### src/rtl/rom_mult_pkg.sv
// Shared types and elaboration helpers for the digit-serial lookup multiplier.
// Latency: none (package only).
// Backpressure: n/a.
package rom_mult_pkg;

  typedef enum logic [1:0] {
    IDLE = 2'd0,
    RUN  = 2'd1,
    DONE = 2'd2
  } state_t;

  // Number of 2-bit digits in an operand of the given width.
  function automatic int digits(input int width);
    return width / 2;
  endfunction

  // Digit counter width; a one-digit operand still needs a 1-bit counter.
  function automatic int cnt_w(input int n);
    return ($clog2(n) < 1) ? 1 : $clog2(n);
  endfunction

  function automatic bit width_ok(input int width);
    return (width >= 2) && ((width % 2) == 0);
  endfunction

endpackage

### src/rtl/digit_rom_2x2.sv
// 2-bit x 2-bit unsigned multiply as a 16-entry lookup table.
// Latency: combinational.
// Backpressure: none.
// Ports: da, db - 2-bit digits; dp - 4-bit product da*db.
module digit_rom_2x2 (
  input  logic [1:0] da,
  input  logic [1:0] db,
  output logic [3:0] dp
);

  always_comb begin
    dp = 4'd0;
    case ({da, db})
      4'b00_00: dp = 4'd0;
      4'b00_01: dp = 4'd0;
      4'b00_10: dp = 4'd0;
      4'b00_11: dp = 4'd0;
      4'b01_00: dp = 4'd0;
      4'b01_01: dp = 4'd1;
      4'b01_10: dp = 4'd2;
      4'b01_11: dp = 4'd3;
      4'b10_00: dp = 4'd0;
      4'b10_01: dp = 4'd2;
      4'b10_10: dp = 4'd4;
      4'b10_11: dp = 4'd6;
      4'b11_00: dp = 4'd0;
      4'b11_01: dp = 4'd3;
      4'b11_10: dp = 4'd6;
      4'b11_11: dp = 4'b1001;
      default:  dp = 4'd0;
    endcase
  end

endmodule

### src/rtl/rom_digit_serial_mult.sv
// Sequential WIDTH x WIDTH unsigned multiplier, one 2x2 lookup digit product per cycle.
// Latency: out_valid rises N*N cycles after the accepting edge (N = WIDTH/2).
// Backpressure: in_ready only in IDLE; result held in DONE until out_ready.
// Ports: clk, rst (async, active-high); in_valid/in_ready/a/b operand handshake;
//        out_valid/out_ready/prod result handshake; busy high in RUN or DONE.
module rom_digit_serial_mult
  import rom_mult_pkg::*;
#(
  parameter int WIDTH = 8
) (
  input  logic               clk,
  input  logic               rst,
  input  logic               in_valid,
  output logic               in_ready,
  input  logic [WIDTH-1:0]   a,
  input  logic [WIDTH-1:0]   b,
  output logic               out_valid,
  input  logic               out_ready,
  output logic [2*WIDTH-1:0] prod,
  output logic               busy
);

  localparam int N  = digits(WIDTH);
  localparam int CW = cnt_w(N);
  localparam int PW = 2 * WIDTH;

  generate
    if (!width_ok(WIDTH)) begin : g_bad_width
      $error("rom_digit_serial_mult: WIDTH must be even and >= 2");
    end
  endgenerate

  state_t          state, state_nxt;
  logic [WIDTH-1:0] a_r, b_r;
  logic [CW-1:0]    i, j;
  logic [PW-1:0]    acc;

  logic [WIDTH-1:0] a_sh, b_sh;
  logic [1:0]       da, db;
  logic [3:0]       dp;
  logic [CW:0]      ij_sum;
  logic [PW-1:0]    term;
  logic             last_i, last_j;

  // Digit select: shift the held operand right by 2*index, keep the low digit.
  assign a_sh = a_r >> {i, 1'b0};
  assign b_sh = b_r >> {j, 1'b0};
  assign da   = a_sh[1:0];
  assign db   = b_sh[1:0];

  digit_rom_2x2 u_rom (
    .da (da),
    .db (db),
    .dp (dp)
  );

  // Partial product weight is 4^(i+j); max shift 2*WIDTH-4 keeps it inside acc.
  assign ij_sum = {1'b0, i} + {1'b0, j};
  assign term   = PW'(dp) << {ij_sum, 1'b0};

  assign last_i = (i == CW'(N - 1));
  assign last_j = (j == CW'(N - 1));

  always_ff @(posedge clk or posedge rst) begin
    if (rst) begin
      state <= IDLE;
    end else begin
      state <= state_nxt;
    end
  end

  always_comb begin
    state_nxt = state;
    in_ready  = 1'b0;
    out_valid = 1'b0;
    busy      = 1'b1;
    case (state)
      IDLE: begin
        in_ready = 1'b1;
        busy     = 1'b0;
        if (in_valid) state_nxt = RUN;
      end
      RUN: begin
        if (last_i && last_j) state_nxt = DONE;
      end
      DONE: begin
        out_valid = 1'b1;
        if (out_ready) state_nxt = IDLE;
      end
      default: begin
        state_nxt = IDLE;
        busy      = 1'b0;
      end
    endcase
  end

  always_ff @(posedge clk or posedge rst) begin
    if (rst) begin
      a_r <= '0;
      b_r <= '0;
      i   <= '0;
      j   <= '0;
      acc <= '0;
    end else begin
      case (state)
        IDLE: begin
          if (in_valid) begin
            a_r <= a;
            b_r <= b;
            i   <= '0;
            j   <= '0;
            acc <= '0;
          end
        end
        RUN: begin
          acc <= acc + term;
          if (last_j) begin
            j <= '0;
            // Wrap i on the final term so a non-power-of-two N never overflows it.
            i <= last_i ? '0 : i + 1'b1;
          end else begin
            j <= j + 1'b1;
          end
        end
        default: begin
        end
      endcase
    end
  end

  assign prod = acc;

endmodule

### config.mk
export PLATFORM = sky130hd
export DESIGN_NAME = rom_digit_serial_mult
export DESIGN_NICKNAME = d
export VERILOG_FILES = /design/src/rtl/rom_mult_pkg.sv /design/src/rtl/digit_rom_2x2.sv /design/src/rtl/rom_digit_serial_mult.sv
export SDC_FILE = /design/constraint.sdc
export NUM_CORES = 1
export LEC_CHECK = 0
export ABC_AREA = 0
export CORE_UTILIZATION = 54
export DETAILED_ROUTE_END_ITERATION = 12
export HOLD_SLACK_MARGIN = 0.12
export PLACE_DENSITY = 0.86
export SLEW_MARGIN = 20
export SYNTH_ARGS = -nofsm -noshare
export SYNTH_HDL_FRONTEND = slang
export SYNTH_SLANG_ARGS = --single-unit
export TNS_END_PERCENT = 30
### constraint.sdc
create_clock -name clk -period 4.35 [get_ports clk]
set_input_delay 1.0875 -clock clk [delete_from_list [all_inputs] [get_ports clk]]
set_output_delay 1.0875 -clock clk [all_outputs]
set_load 0.02 [all_outputs]
Yosys cells after proc, flatten, opt, wreduce, memory -nomap -nowiden. Memory sizes are Yosys's and may differ from the RTL's. Index checks and enable logic that the tools add are counted.

$add $sub $neg: 4. Equal/unequal tests: 8. Shift-type cells: 3. Muxes and demuxes: 15. Reduce and logical (&&, ||, !) cells: 8.

Operators with widths (count): case mux 16 bit (2 select lines) (1); adder 16 bit (1); two-way mux 16 bit (1); left shift 4 x 4 -> 16 bit (1); >> shifter 8 x 3 -> 2 bit (2); two-way mux 2 bit (7); inequality test 2 bit (second input constant) (4); case mux 2 bit (2 select lines) (2); equality test 2 bit (second input constant) (3); case mux 2 bit (3 select lines) (1); AND reduction 3 bit (2); adder 2 x 1 -> 2 bit (second input constant) (2); AND reduction 2 bit (2); adder 2 x 2 -> 3 bit (1); two-way mux 1 bit (3); equality test 2 x 1 -> 1 bit (second input constant) (1); logical NOT 2 bit (1); nonzero test 2 bit (1); OR reduction 2 bit (1); logical AND 1 bit (1).

Flip-flop bits (word level): 38. ROM bits: 64. Input bits: 20. Output and inout bits: 19. Memories: 1.

Memory list: (name not given) (depth 16, bits a word 4, read ports 1, clocked after memory_dff 0, wr ports 0, line digit_rom_2x2.sv:13) `case ({da, db})`.

Depth between registers and ports, before layout. An unclocked memory read counts as a cell.

Depth in word-level cells: 5. Depth in mapped cells: 17. Depth with buffers taken out: 17.

Cells and area by module. Synthesis repeated with hierarchy kept, for this count alone.

Cells, all modules: 273. Area, all modules: 2638.8 um2.

Modules (own cells, without submodules): rom_digit_serial_mult (instances 1, cells each 262, area an instance 2552.4 um2); digit_rom_2x2 (instances 1, cells each 11, area an instance 86.3 um2).

Worst setup path after synthesis. Ideal clock, no wire load.

Path kind: flip-flop to flip-flop. From: register j[0]. To: register acc[10] (netlist: prod[10]). Library setup time: 132 ps. Data arrival time: 3373 ps. Data required time: 4218 ps. Slack: 845 ps. Cell stages (with the launch flop): 15. Path buffers: 0. Period minus slack after synthesis: 3505 ps. Cells stage by stage: dfrtp_1 > mux4_1 > inv_1 > ha_1 > inv_1 > mux2i_1 > a211oi_2 > nor2_1 > nor2_1 > ha_1 > a2111oi_0 > a21oi_1 > a311oi_1 > xor2_1 > o21ai_1.

Cells in the longest elaborated chain, start to end: 5.

RTL lines: start, declared (line rom_digit_serial_mult.sv:35) `logic [CW-1:0] i, j;`; start signal, assigned (line rom_digit_serial_mult.sv:122) `j <= j + 1'b1;`; >> shifter 8 x 3 -> 2 bit (line rom_digit_serial_mult.sv:47) `assign b_sh = b_r >> {j, 1'b0};`; memory read (16 x 4 bit); left shift 4 x 4 -> 16 bit (*) (line rom_digit_serial_mult.sv:59) `assign term = PW'(dp) << {ij_sum, 1'b0};`; adder 16 bit (*) (line rom_digit_serial_mult.sv:116) `acc <= acc + term;`; case mux 16 bit (2 select lines) (*) (line rom_digit_serial_mult.sv:105) `case (state)`; end signal, assigned (line rom_digit_serial_mult.sv:116); end, declared (line rom_digit_serial_mult.sv:36) `logic [PW-1:0] acc;`.

Mark *: on every way between the ends. The rest lies on a longest branch, timed or not. A chain may end at the register's enable or synchronous reset.

Final worst setup path. Same ends and word-level chain as after synthesis.

==> out/qor.json <==
{
  "worst_clock_skew_ns": 0.008226,
  "min_period_ns": 4.009,
  "grt_pass1_vias": 2021,
  "cts_max_level": 2,
  "cts_buffers": 5,
  "netlist.area_leader.share_pct": 36.77,
  "final_hold_viol_count": 0,
  "synth_xor_xnor_area_share_pct": 3.387,
  "leakagePower_uw": 0.001382,
  "die_outline_width_um": 71.21,
  "grt_antenna_before_repair": 0,
  "timing.critical_path.fanout_max": 6,
  "synth_seq_area_share_pct": 36.77,
  "gp_congestion": 0.8467,
  "cts_tree": "yes",
  "worst-slew-pin-transition_ns": 0.6681,
  "run_status": "finished with violations",
  "max_clock_freq_mhz": 249.4,
  "timing.critical_path.required_ns": 4.51,
  "post_drt_wl_per_cell_um": 15.12,
  "worstSetupPathType": "reg -> reg",
  "register_area_um2": 950.9,
  "post-route-drc-count": 2,
  "rsz0062_at_grt": "no",
  "synth-adder-area-share_pct": 12.68,
  "clk_pin_slew_worst_paths_ns": 0.08,
  "port-buffer-count": 38,
  "rows": 24,
  "drv_slew": 0,
  "synth_commonest_cells": "dfrtp_1, nand2_1, ha_1",
  "clk_tree_root_cell": "clkbuf_8",
  "post-synth-top-area-cell": "dfrtp_1",
  "endpoint_kind": "flip-flop",
  "worstRegToRegCells": 14,
  "period_share_pct": 92.17,
  "dieArea_mm2": 0.005070,
  "synth.ff_latch_count": 38,
  "grt_start_max_net_pins": 39,
  "detail_route.vias_per_cell": 5.845,
  "failing_checks": "design-rule violations",
  "finalNetCount": 353,
  "grt_util_all_layers_pct": 24.25,
  "synth.most_common_cell": "dfrtp_1",
  "syn_avg_cell_area_um2": 9.650,
  "synth_top_flop_cell": "dfrtp_1",
  "synth_compound_area_share_pct": 18.05,
  "vdd_drop_max_uv": 391.9,
  "postRouteAntennaNets": 0,
  "netlist_area_mm2": 0.002586,
  "netlist_instances": 268,
  "setup.reg_to_reg.worst_slack_ns": 0.34,
  "multi_input_area_mm2": 0.001544,
  "r2r-start": "j[0]$_DFFE_PP0P_",
  "r2r-end": "prod[10]$_DFFE_PP0P_",
  "detailroute.via_count": 2110,
  "ios": 39,
  "synth_edf_count": 0,
  "drv_cap": 0,
  "finalWorstSetupSlack_ns": 0.3407,
  "synthMuxAreaShare_pct": 12.19,
  "cell_types_occupying_the_most_area_after_synthesis": "dfrtp_1, ha_1, mux2_1",
  "total_of_fill_cells_in_the_finished_design": 344,
  "worstPathArrival_ns": 4.17,
  "wirelength_um": 5459,
  "die_h_um": 71.21,
  "crit_path_start_kind": "flip-flop",
  "initial_utilization_pct": 57.80,
  "preCtsSetupSlack_ns": 0.3682,
  "worst_setup_path_startpoint": "j[0]$_DFFE_PP0P_",
  "yosysUniqueCellTypes": 41,
  "core-area_mm2": 0.004474,
  "finalSetupViolations": 0,
  "clock_sink_count": 38,
  "global_route_wire_length_before_repair_um": 9570,
  "detailed_place_hpwl_um": 4148,
  "maxSlewHeadroom_pct": 55.35,
  "clock_latency_ns": 0.30,
  "hold_path.class": "reg -> reg",
  "synth_fp_nets": 313,
  "detailedRoute.firstPassIterationCount": 8,
  "drive_above_1_share_pct": 5.178,
  "power.density_cell_area_mw_per_mm2": 591.0,
  "setup-tns-final_ns": 0,
  "yosys.area_share.simple_pct": 13.35,
  "area_growth_syn_to_layout_pct": 20.42,
  "cts.path.max_buffers": 2,
  "crit_path_end": "prod[10]$_DFFE_PP0P_",
  "synth_top_family_by_area": "compound AO/OA/AOI/OAI gates",
  "synth_warnings": 0,
  "cts_setup_buffers": 0,
  "diodes": 0,
  "synth_async_sr_flop_share_pct": 100.0,
  "globalRoute.totalOverflow": 0,
  "drt_first_iter_violations": 141
}
==> power breakdown <==
| group | total, uW | internal [uW] | switching (uW) |
|---|---|---|---|
| clock network | 255 | 127 | 127 |
| logic | 1020 | 444 | 576 |
| registers | 567 | 476 | 90.2 |
==> layer usage <==
metal	routed length [um]	track usage, %
met5	0	0
met4	58	6.889
met3	281	5.128
met2	2601	39.68
met1	2517	32.59
==> cell usage in the layout (no fill, tap or decap), types with 2 or more instances in the layout <==
cell type        instances
nor2b_1                  5
nand2b_1                 7
and3_1                   2
or3_1                    3
inv_1                   17
o21ai_0                  6
and2_1                   5
fa_1                     2
mux2i_1                  3
o22ai_1                  2
o21ai_1                 22
o31ai_1                  4
a21oi_1                 15
a2111oi_0                2
clkdlybuf4s50_1         38
xor2_1                   7
xnor2_1                  3
nand3_1                  4
clkbuf_8                 6
nor3_1                   4
a211oi_1                 5
dfrtp_1                 38
o21bai_1                 2
mux4_2                   3
buf_4                    2
ha_1                    23
nor2_1                  15
mux2_1                  16
a22o_1                   4
a21o_1                   4
nand2_1                 26
==> layout make-up <==
cell class / count / share of cell area [%]
inverters: 17 / 2.049
flip-flops and latches: 38 / 30.53
clock buffers: 6 / 2.652
repair buffers: 40 / 12.70
multi-input cells: 206 / 49.58
clock inverters: 2 / 0.4018
well taps: 52 / 2.089
==> flip-flops by register name, summed over array words and instances, names as in the netlist <==
name   cells
b_r        8
prod      16
i          2
j          2
state      2
a_r        8
==> how the worst min path moves through the flow <==
| stage | cells after the start | startpoint | end |
|---|---|---|---|
| after floorplan | 1 | b_r[2]$_DFFE_PP0P_ | b_r[2]$_DFFE_PP0P_ |
| after global placement | 1 | a_r[6]$_DFFE_PP0P_ | a_r[6]$_DFFE_PP0P_ |
| after detailed placement | 1 | b_r[4]$_DFFE_PP0P_ | b_r[4]$_DFFE_PP0P_ |
| after CTS | 1 | b_r[4]$_DFFE_PP0P_ | b_r[4]$_DFFE_PP0P_ |
| after global routing | 1 | b_r[4]$_DFFE_PP0P_ | b_r[4]$_DFFE_PP0P_ |
| final | 1 | b_r[2]$_DFFE_PP0P_ | b_r[2]$_DFFE_PP0P_ |
==> through the flow <==
step	util (%)	area [um^2]	power (uW)	cells	hold slack, ns
after global routing	69.60	3114	1987	361	0.5243
after global placement	67.45	3018	1532	353	0.4705
final	69.60	3114	1841	361	0.4902
after floorplan	-	2586	1299	268	0.4555
after detailed placement	67.45	3018	1575	353	0.4793
after CTS	69.57	3113	1842	361	0.4962
==> worst max-delay path: stages, from the launching register on <==
cell and delay (ns):
dfrtp_1 0.46, mux4_1 0.68, inv_1 0.12, ha_1 0.23, inv_1 0.07, mux2i_1 0.10
a211oi_2 0.30, nor2_1 0.13, nor2_1 0.13, ha_1 0.27, a2111oi_1 0.53, a21oi_1 0.19
a311oi_1 0.38, xor2_1 0.20, o21ai_1 0.08
==> kinds of logic after synthesis <==
family | count (synthesis)
buf+inv | 24
compound gates | 74
simple gates | 73
mux | 24
fa+ha+maj | 25
flops | 38
xor+xnor | 10
==> repair_timing <==
| item | 4_1_cts | 5_1_grt |
|---|---|---|
| endpoints found under the setup margin | 0 | 1 |
| hold buffers | 0 | 0 |
| resized for setup | 0 | 1 |
Power figures use the tool's default switching activity.
